--- src/rtl/alu_seq32_if.sv ---
// Bundle between a requester, the sequential ALU controller and the external 8-bit ALU.
// The master side is the requester plus the ALU; the slave side is alu_seq32.
interface alu_seq32_if #(
  parameter int NBYTES = 4
);
  localparam int W = 8 * NBYTES;

  logic         start;
  logic [2:0]   op;
  logic [W-1:0] x;
  logic [W-1:0] y;
  logic         cin;
  logic [W-1:0] result;
  logic         cout;
  logic         busy;
  logic         done;

  logic [2:0]   alu_oper;
  logic [7:0]   alu_a;
  logic [7:0]   alu_b;
  logic         alu_cin;
  logic [7:0]   alu_sum;
  logic         alu_cout;

  modport master (
    output start, op, x, y, cin, alu_sum, alu_cout,
    input  result, cout, busy, done, alu_oper, alu_a, alu_b, alu_cin
  );

  modport slave (
    input  start, op, x, y, cin, alu_sum, alu_cout,
    output result, cout, busy, done, alu_oper, alu_a, alu_b, alu_cin
  );
endinterface

--- src/rtl/alu_seq32.sv ---
// Runs an NBYTES-wide ALU operation through an external 8-bit ALU, one byte slice
// per cycle, chaining the carry between slices.
module alu_seq32 #(
  parameter int NBYTES = 4
) (
  input  logic       clk,
  input  logic       rst,
  alu_seq32_if.slave bus
);
  localparam int            IW   = (NBYTES > 1) ? $clog2(NBYTES) : 1;
  localparam logic [IW-1:0] LAST = IW'(NBYTES - 1);

  typedef enum logic [1:0] {IDLE, RUN, DONE} state_t;

  state_t                 state_q, state_d;
  logic [IW-1:0]          idx_q;
  logic [2:0]             op_q;
  logic [NBYTES-1:0][7:0] x_q, y_q, acc_q, acc_d;
  logic                   cin_q;
  logic                   carry_q;
  logic                   arith;

  // Only add / subtract / reverse-subtract produce a meaningful carry.
  assign arith = (op_q <= 3'b010);

  // NOTE: every output of this block gets a default first so no path leaves
  // a signal unassigned, which would otherwise infer a latch.
  always_comb begin
    state_d        = state_q;
    acc_d          = acc_q;
    acc_d[idx_q]   = bus.alu_sum;
    bus.busy       = 1'b0;
    bus.done       = 1'b0;
    bus.alu_oper   = '0;
    bus.alu_a      = '0;
    bus.alu_b      = '0;
    bus.alu_cin    = 1'b0;
    case (state_q)
      IDLE: if (bus.start) state_d = RUN;
      RUN: begin
        bus.busy     = 1'b1;
        bus.alu_oper = op_q;
        bus.alu_a    = x_q[idx_q];
        bus.alu_b    = y_q[idx_q];
        if (idx_q == '0) begin
          bus.alu_cin = cin_q;
        end else begin
          // The ALU inverts cin for op 010, so feed it the inverted chain carry.
          case (op_q)
            3'b000, 3'b001: bus.alu_cin = carry_q;
            3'b010:         bus.alu_cin = ~carry_q;
            default:        bus.alu_cin = 1'b0;
          endcase
        end
        if (idx_q == LAST) state_d = DONE;
      end
      DONE: begin
        bus.done = 1'b1;
        state_d  = IDLE;
      end
      default: state_d = IDLE;
    endcase
  end

  // NOTE: sequential state uses non-blocking assignments so every register
  // samples the pre-edge values, independent of statement order.
  always_ff @(posedge clk or posedge rst) begin
    if (rst) begin
      state_q    <= IDLE;
      idx_q      <= '0;
      op_q       <= '0;
      x_q        <= '0;
      y_q        <= '0;
      cin_q      <= 1'b0;
      carry_q    <= 1'b0;
      // NOTE: the accumulator is a handful of flops, not a RAM, so it is reset
      // with everything else and an aborted operation leaves no trace.
      acc_q      <= '0;
      bus.result <= '0;
      bus.cout   <= 1'b0;
    end else begin
      state_q <= state_d;
      case (state_q)
        IDLE: begin
          if (bus.start) begin
            op_q  <= bus.op;
            x_q   <= bus.x;
            y_q   <= bus.y;
            cin_q <= bus.cin;
            idx_q <= '0;
          end
        end
        RUN: begin
          acc_q   <= acc_d;
          carry_q <= bus.alu_cout;
          if (idx_q == LAST) begin
            idx_q      <= '0;
            bus.result <= acc_d;
            bus.cout   <= arith & bus.alu_cout;
          end else begin
            idx_q <= idx_q + 1'b1;
          end
        end
        default: ;
      endcase
    end
  end
endmodule
--- src/flat_wrapper.sv ---
// flat-port wrapper written by rule: the top's interface ports become plain ports
module alu_seq32_flat 
#(
  parameter int NBYTES = 4
)
  (clk, rst, bus_start, bus_op, bus_x, bus_y, bus_cin, bus_alu_sum, bus_alu_cout, bus_result, bus_cout, bus_busy, bus_done, bus_alu_oper, bus_alu_a, bus_alu_b, bus_alu_cin);
  alu_seq32_if #(.NBYTES(NBYTES)) bus_i ();
  input  logic clk;
  input  logic rst;
  input wire logic [$bits(bus_i.start)-1:0] bus_start;
  input wire logic [$bits(bus_i.op)-1:0] bus_op;
  input wire logic [$bits(bus_i.x)-1:0] bus_x;
  input wire logic [$bits(bus_i.y)-1:0] bus_y;
  input wire logic [$bits(bus_i.cin)-1:0] bus_cin;
  input wire logic [$bits(bus_i.alu_sum)-1:0] bus_alu_sum;
  input wire logic [$bits(bus_i.alu_cout)-1:0] bus_alu_cout;
  output wire logic [$bits(bus_i.result)-1:0] bus_result;
  output wire logic [$bits(bus_i.cout)-1:0] bus_cout;
  output wire logic [$bits(bus_i.busy)-1:0] bus_busy;
  output wire logic [$bits(bus_i.done)-1:0] bus_done;
  output wire logic [$bits(bus_i.alu_oper)-1:0] bus_alu_oper;
  output wire logic [$bits(bus_i.alu_a)-1:0] bus_alu_a;
  output wire logic [$bits(bus_i.alu_b)-1:0] bus_alu_b;
  output wire logic [$bits(bus_i.alu_cin)-1:0] bus_alu_cin;
  assign bus_i.start = bus_start;
  assign bus_i.op = bus_op;
  assign bus_i.x = bus_x;
  assign bus_i.y = bus_y;
  assign bus_i.cin = bus_cin;
  assign bus_i.alu_sum = bus_alu_sum;
  assign bus_i.alu_cout = bus_alu_cout;
  assign bus_result = bus_i.result;
  assign bus_cout = bus_i.cout;
  assign bus_busy = bus_i.busy;
  assign bus_done = bus_i.done;
  assign bus_alu_oper = bus_i.alu_oper;
  assign bus_alu_a = bus_i.alu_a;
  assign bus_alu_b = bus_i.alu_b;
  assign bus_alu_cin = bus_i.alu_cin;
  alu_seq32 #(.NBYTES(NBYTES)) u_core (.clk(clk), .rst(rst), .bus(bus_i));
endmodule
--- config.mk ---
export PLATFORM = sky130hd
export DESIGN_NAME = alu_seq32_flat
export DESIGN_NICKNAME = d
export VERILOG_FILES = /design/src/rtl/alu_seq32_if.sv /design/src/rtl/alu_seq32.sv /design/src/flat_wrapper.sv
export SDC_FILE = /design/constraint.sdc
export NUM_CORES = 1
export LEC_CHECK = 0
export BUFFER_PORTS_ARGS = -buffer_cell sky130_fd_sc_hd__buf_4
export CORE_ASPECT_RATIO = 1.2
export CORE_UTILIZATION = 35
export CTS_BUF_LIST = sky130_fd_sc_hd__clkbuf_4
export CTS_CLUSTER_SIZE = 30
export DETAILED_ROUTE_END_ITERATION = 8
export GPL_TIMING_DRIVEN = 1
export SLEW_MARGIN = 20
export SYNTH_ARGS = -nofsm -noshare
export SYNTH_HDL_FRONTEND = slang
export SYNTH_SLANG_ARGS = --single-unit
--- constraint.sdc ---
create_clock -name clk -period 13.4 [get_ports clk]
set_clock_uncertainty 0.05 [all_clocks]
set_input_delay 2.68 -clock clk [delete_from_list [all_inputs] [get_ports clk]]
set_output_delay 2.68 -clock clk [all_outputs]
set_load 0.02 [all_outputs]
==> impl_metrics.toml <==
[cells_and_area]
layout_commonest_cell = "buf_4"
design_area_um2 = 7134
seq_area_um2 = 3254
multi_input_area_um2 = 2223
n_antenna_cell = 0
utilization = 0.4562
fill_cells = 1489
final_cell_count_no_fill = 764
final_cell_mix = "137 x buf_4, 129 x dfrtp_1, 91 x mux2_2, 56 x mux2i_1, 28 x nand2_1"
area_growth_pct = 27.11
final_nets = 627
drive_above_1_share = 0.4784

[power_and_ir_drop]
ir_drop_v = 0.0001027
p_total_w = 0.001842
power_density_nw_per_um2 = 258.2
leakage_nw = 3.266

[sta]
max_freq_mhz = 177.1
maxSlewViolCount = 0
finalSetupTns_ns = 0
rsz0062_at_grt = "false"
tightest_slew_ns = 1.063
post-route-min-period_ns = 5.647
relSlewSlack = 0.2915
report.final.setup_viol = 0
min_period_over_period = 0.4214
hold_viol = 0

[detailed_routing]
wl_per_cell_um = 15.79
routed_wl_um = 12060
drt-initial-drc-count = 75
num_vias = 3656
vias_per_cell = 4.785
ant_nets = 0
drcViolationCount = 0
first_pass_iters = 4

[clocking]
cts_tree = "yes"
htreeDepth = 4
cts_hold_buf = 0
cts_sinks = 130
cts_setup_buffers = 0
insertion_delay_ns = 0.54
clockBufferDepth = 2
clk_pin_slew_ns = 0.11
cts_buffers = 17
root_buffer = "clkbuf_4"
cts_resized = 0

[setup_path]
timing.rr.start = "u_core.idx_q[1]"
path_cells = "inv_1 -> ha_1 -> nor2_1 -> a21oi_1 -> nor3_1 -> buf_4"
slowest_delay_ns = 1.06
cp.required_ns = 10.67
crit_end = "bus_alu_cin"
reg2reg_slack_ns = 10.79
slowest_stage = "dfrtp_2"
cp-startpoint = "u_core.idx_q[1]"
cp-start-kind = "flop"
r2r_end = "u_core.acc_q[19]"
rr_worst_depth = 3
crit_type = "reg -> out"
cp_max_fo = 36
end_kind = "output port"
cp.arrival_ns = 2.92

[global_routing]
grt_antenna_before_repair = 0
grt_start_max_net_pins = 72
grt_pass1_wl_um = 20120
grt_pass1_vias = 3960
grt_usage = 0.1563
overflow = 0

[floorplan]
die_area_um2 = 16550
die_w_um = 117.6
initial_core_util = 0.3589
rows = 50
core_um2 = 15640
num_io_pins = 135
die_h_um = 140.7

[logic_synthesis]
synth_top_area_cell = "dfrtp_1"
synth_area_um2 = 5613
netlist.area_leader.share = 0.5796
ys_types = 29
yosys_warnings = 0
ys_seq_area_frac = 0.5796
synth_area_leaders = "dfrtp_1 58%, mux2_2 18%, mux2i_1 10%, o21ai_0 2.2%, nand2_1 1.9%"
syn_avg_cell_area_um2 = 13.69
synth_cells = 410
synth-seq-cells = 130
syn-num-nets = 494

[flow_run]
maxCapViolCount = 0

[placement]
globalplace.congestion = 0.7338
portBuffers = 134
placed_area_um2 = 6792
dp_hpwl_um = 8222
placed_cells = 732

[worst_hold_path]
hold_class = "reg -> reg"
hold_depth = 2

[outcome]
status = "complete, no violations"
==> sequential cells by signal, summed over array words and instances (netlist names) <==
| register | flops |
|---|---|
| u_core.op_q | 3 |
| u_core.carry_q | 1 |
| u_core.cin_q | 1 |
| u_core.idx_q | 2 |
| u_core.x_q | 32 |
| u_core.bus.cout | 1 |
| u_core.bus.result | 32 |
| u_core.state_q | 2 |
| u_core.y_q | 32 |
| u_core.acc_q | 24 |
==> layout make-up <==
cell class	instances	share of cell area
clock buffers	17	0.01789
flip-flops and latches	130	0.4562
multi-input cells	251	0.3116
well taps	208	0.03648
inverters	6	0.003508
clock inverters	15	0.03016
repair buffers	137	0.1442
==> critical path: cells and delay by family, from the launching register on <==
family                     cells  cell delay [ns]
adders and majority gates      1             0.47
and+or+nand+nor                2             0.44
AOI/OAI and AO/OA              1             0.05
DFF                            1             1.06
buffers and inverters          2             0.36
==> metal layers <==
| metal | up-vias | part of all wire | GRT usage | wire length (um) |
|---|---|---|---|---|
| met5 | - | 0 | 0 | 0 |
| met4 | 0 | 0.014 | 0.06073 | 163 |
| met2 | 113 | 0.49 | 0.2613 | 5944 |
| li1 | 1732 | - | - | - |
| met1 | 1798 | 0.42 | 0.1794 | 5055 |
| met3 | 13 | 0.075 | 0.06189 | 900 |
==> cell families (layout without fill, tap and decap cells) <==
family	Yosys count	in the layout	synth area share
buf+inv	29	175	0.02541
fa+ha+maj	4	4	0.008917
mux	156	156	0.3005
compound gates	48	48	0.04949
flops	130	130	0.5796
simple gates	43	43	0.03611
==> per-stage QoR <==
stage	hold WS, ns	setup WS [ns]
after CTS	0.4468	7.608
final	0.4394	7.753
after global placement	0.4143	8.260
after global routing	0.4569	7.467
after floorplan	0.4074	7.201
after detailed placement	0.4211	8.242
==> report_power, final <==
part	switching [W]	internal [W]	total, W
combinational	0.000396	0.000415	0.000811
clock	0.000146	0.000165	0.000311
sequential	0.000128	0.000592	0.000720
==> worst min-delay path by stage <==
stage	from	endpoint	slack, ns
final	u_core.bus.result[12]	u_core.bus.result[12]	0.44
after global routing	u_core.x_q[20]	u_core.x_q[20]	0.46
after CTS	u_core.bus.result[14]	u_core.bus.result[14]	0.45
after detailed placement	u_core.bus.result[14]	u_core.bus.result[14]	0.42
after global placement	u_core.bus.result[13]	u_core.bus.result[13]	0.41
after floorplan	u_core.y_q[8]	u_core.y_q[8]	0.41
==> Yosys cell counts (all sizes together) <==
master / number
a2111oi: 1
nor2: 1
mux2: 100
o31ai: 1
and2: 3
mux2i: 56
clkbuf: 3
o21ai: 25
a21o: 1
o22ai: 16
inv: 6
nand2b: 1
nor3b: 2
a21oi: 1
dfrtp: 130
nor3: 2
a22o: 1
buf: 20
nand2: 31
o21bai: 2
ha: 4
nor2b: 2
nand3b: 1
Power figures use the tool's default switching activity.
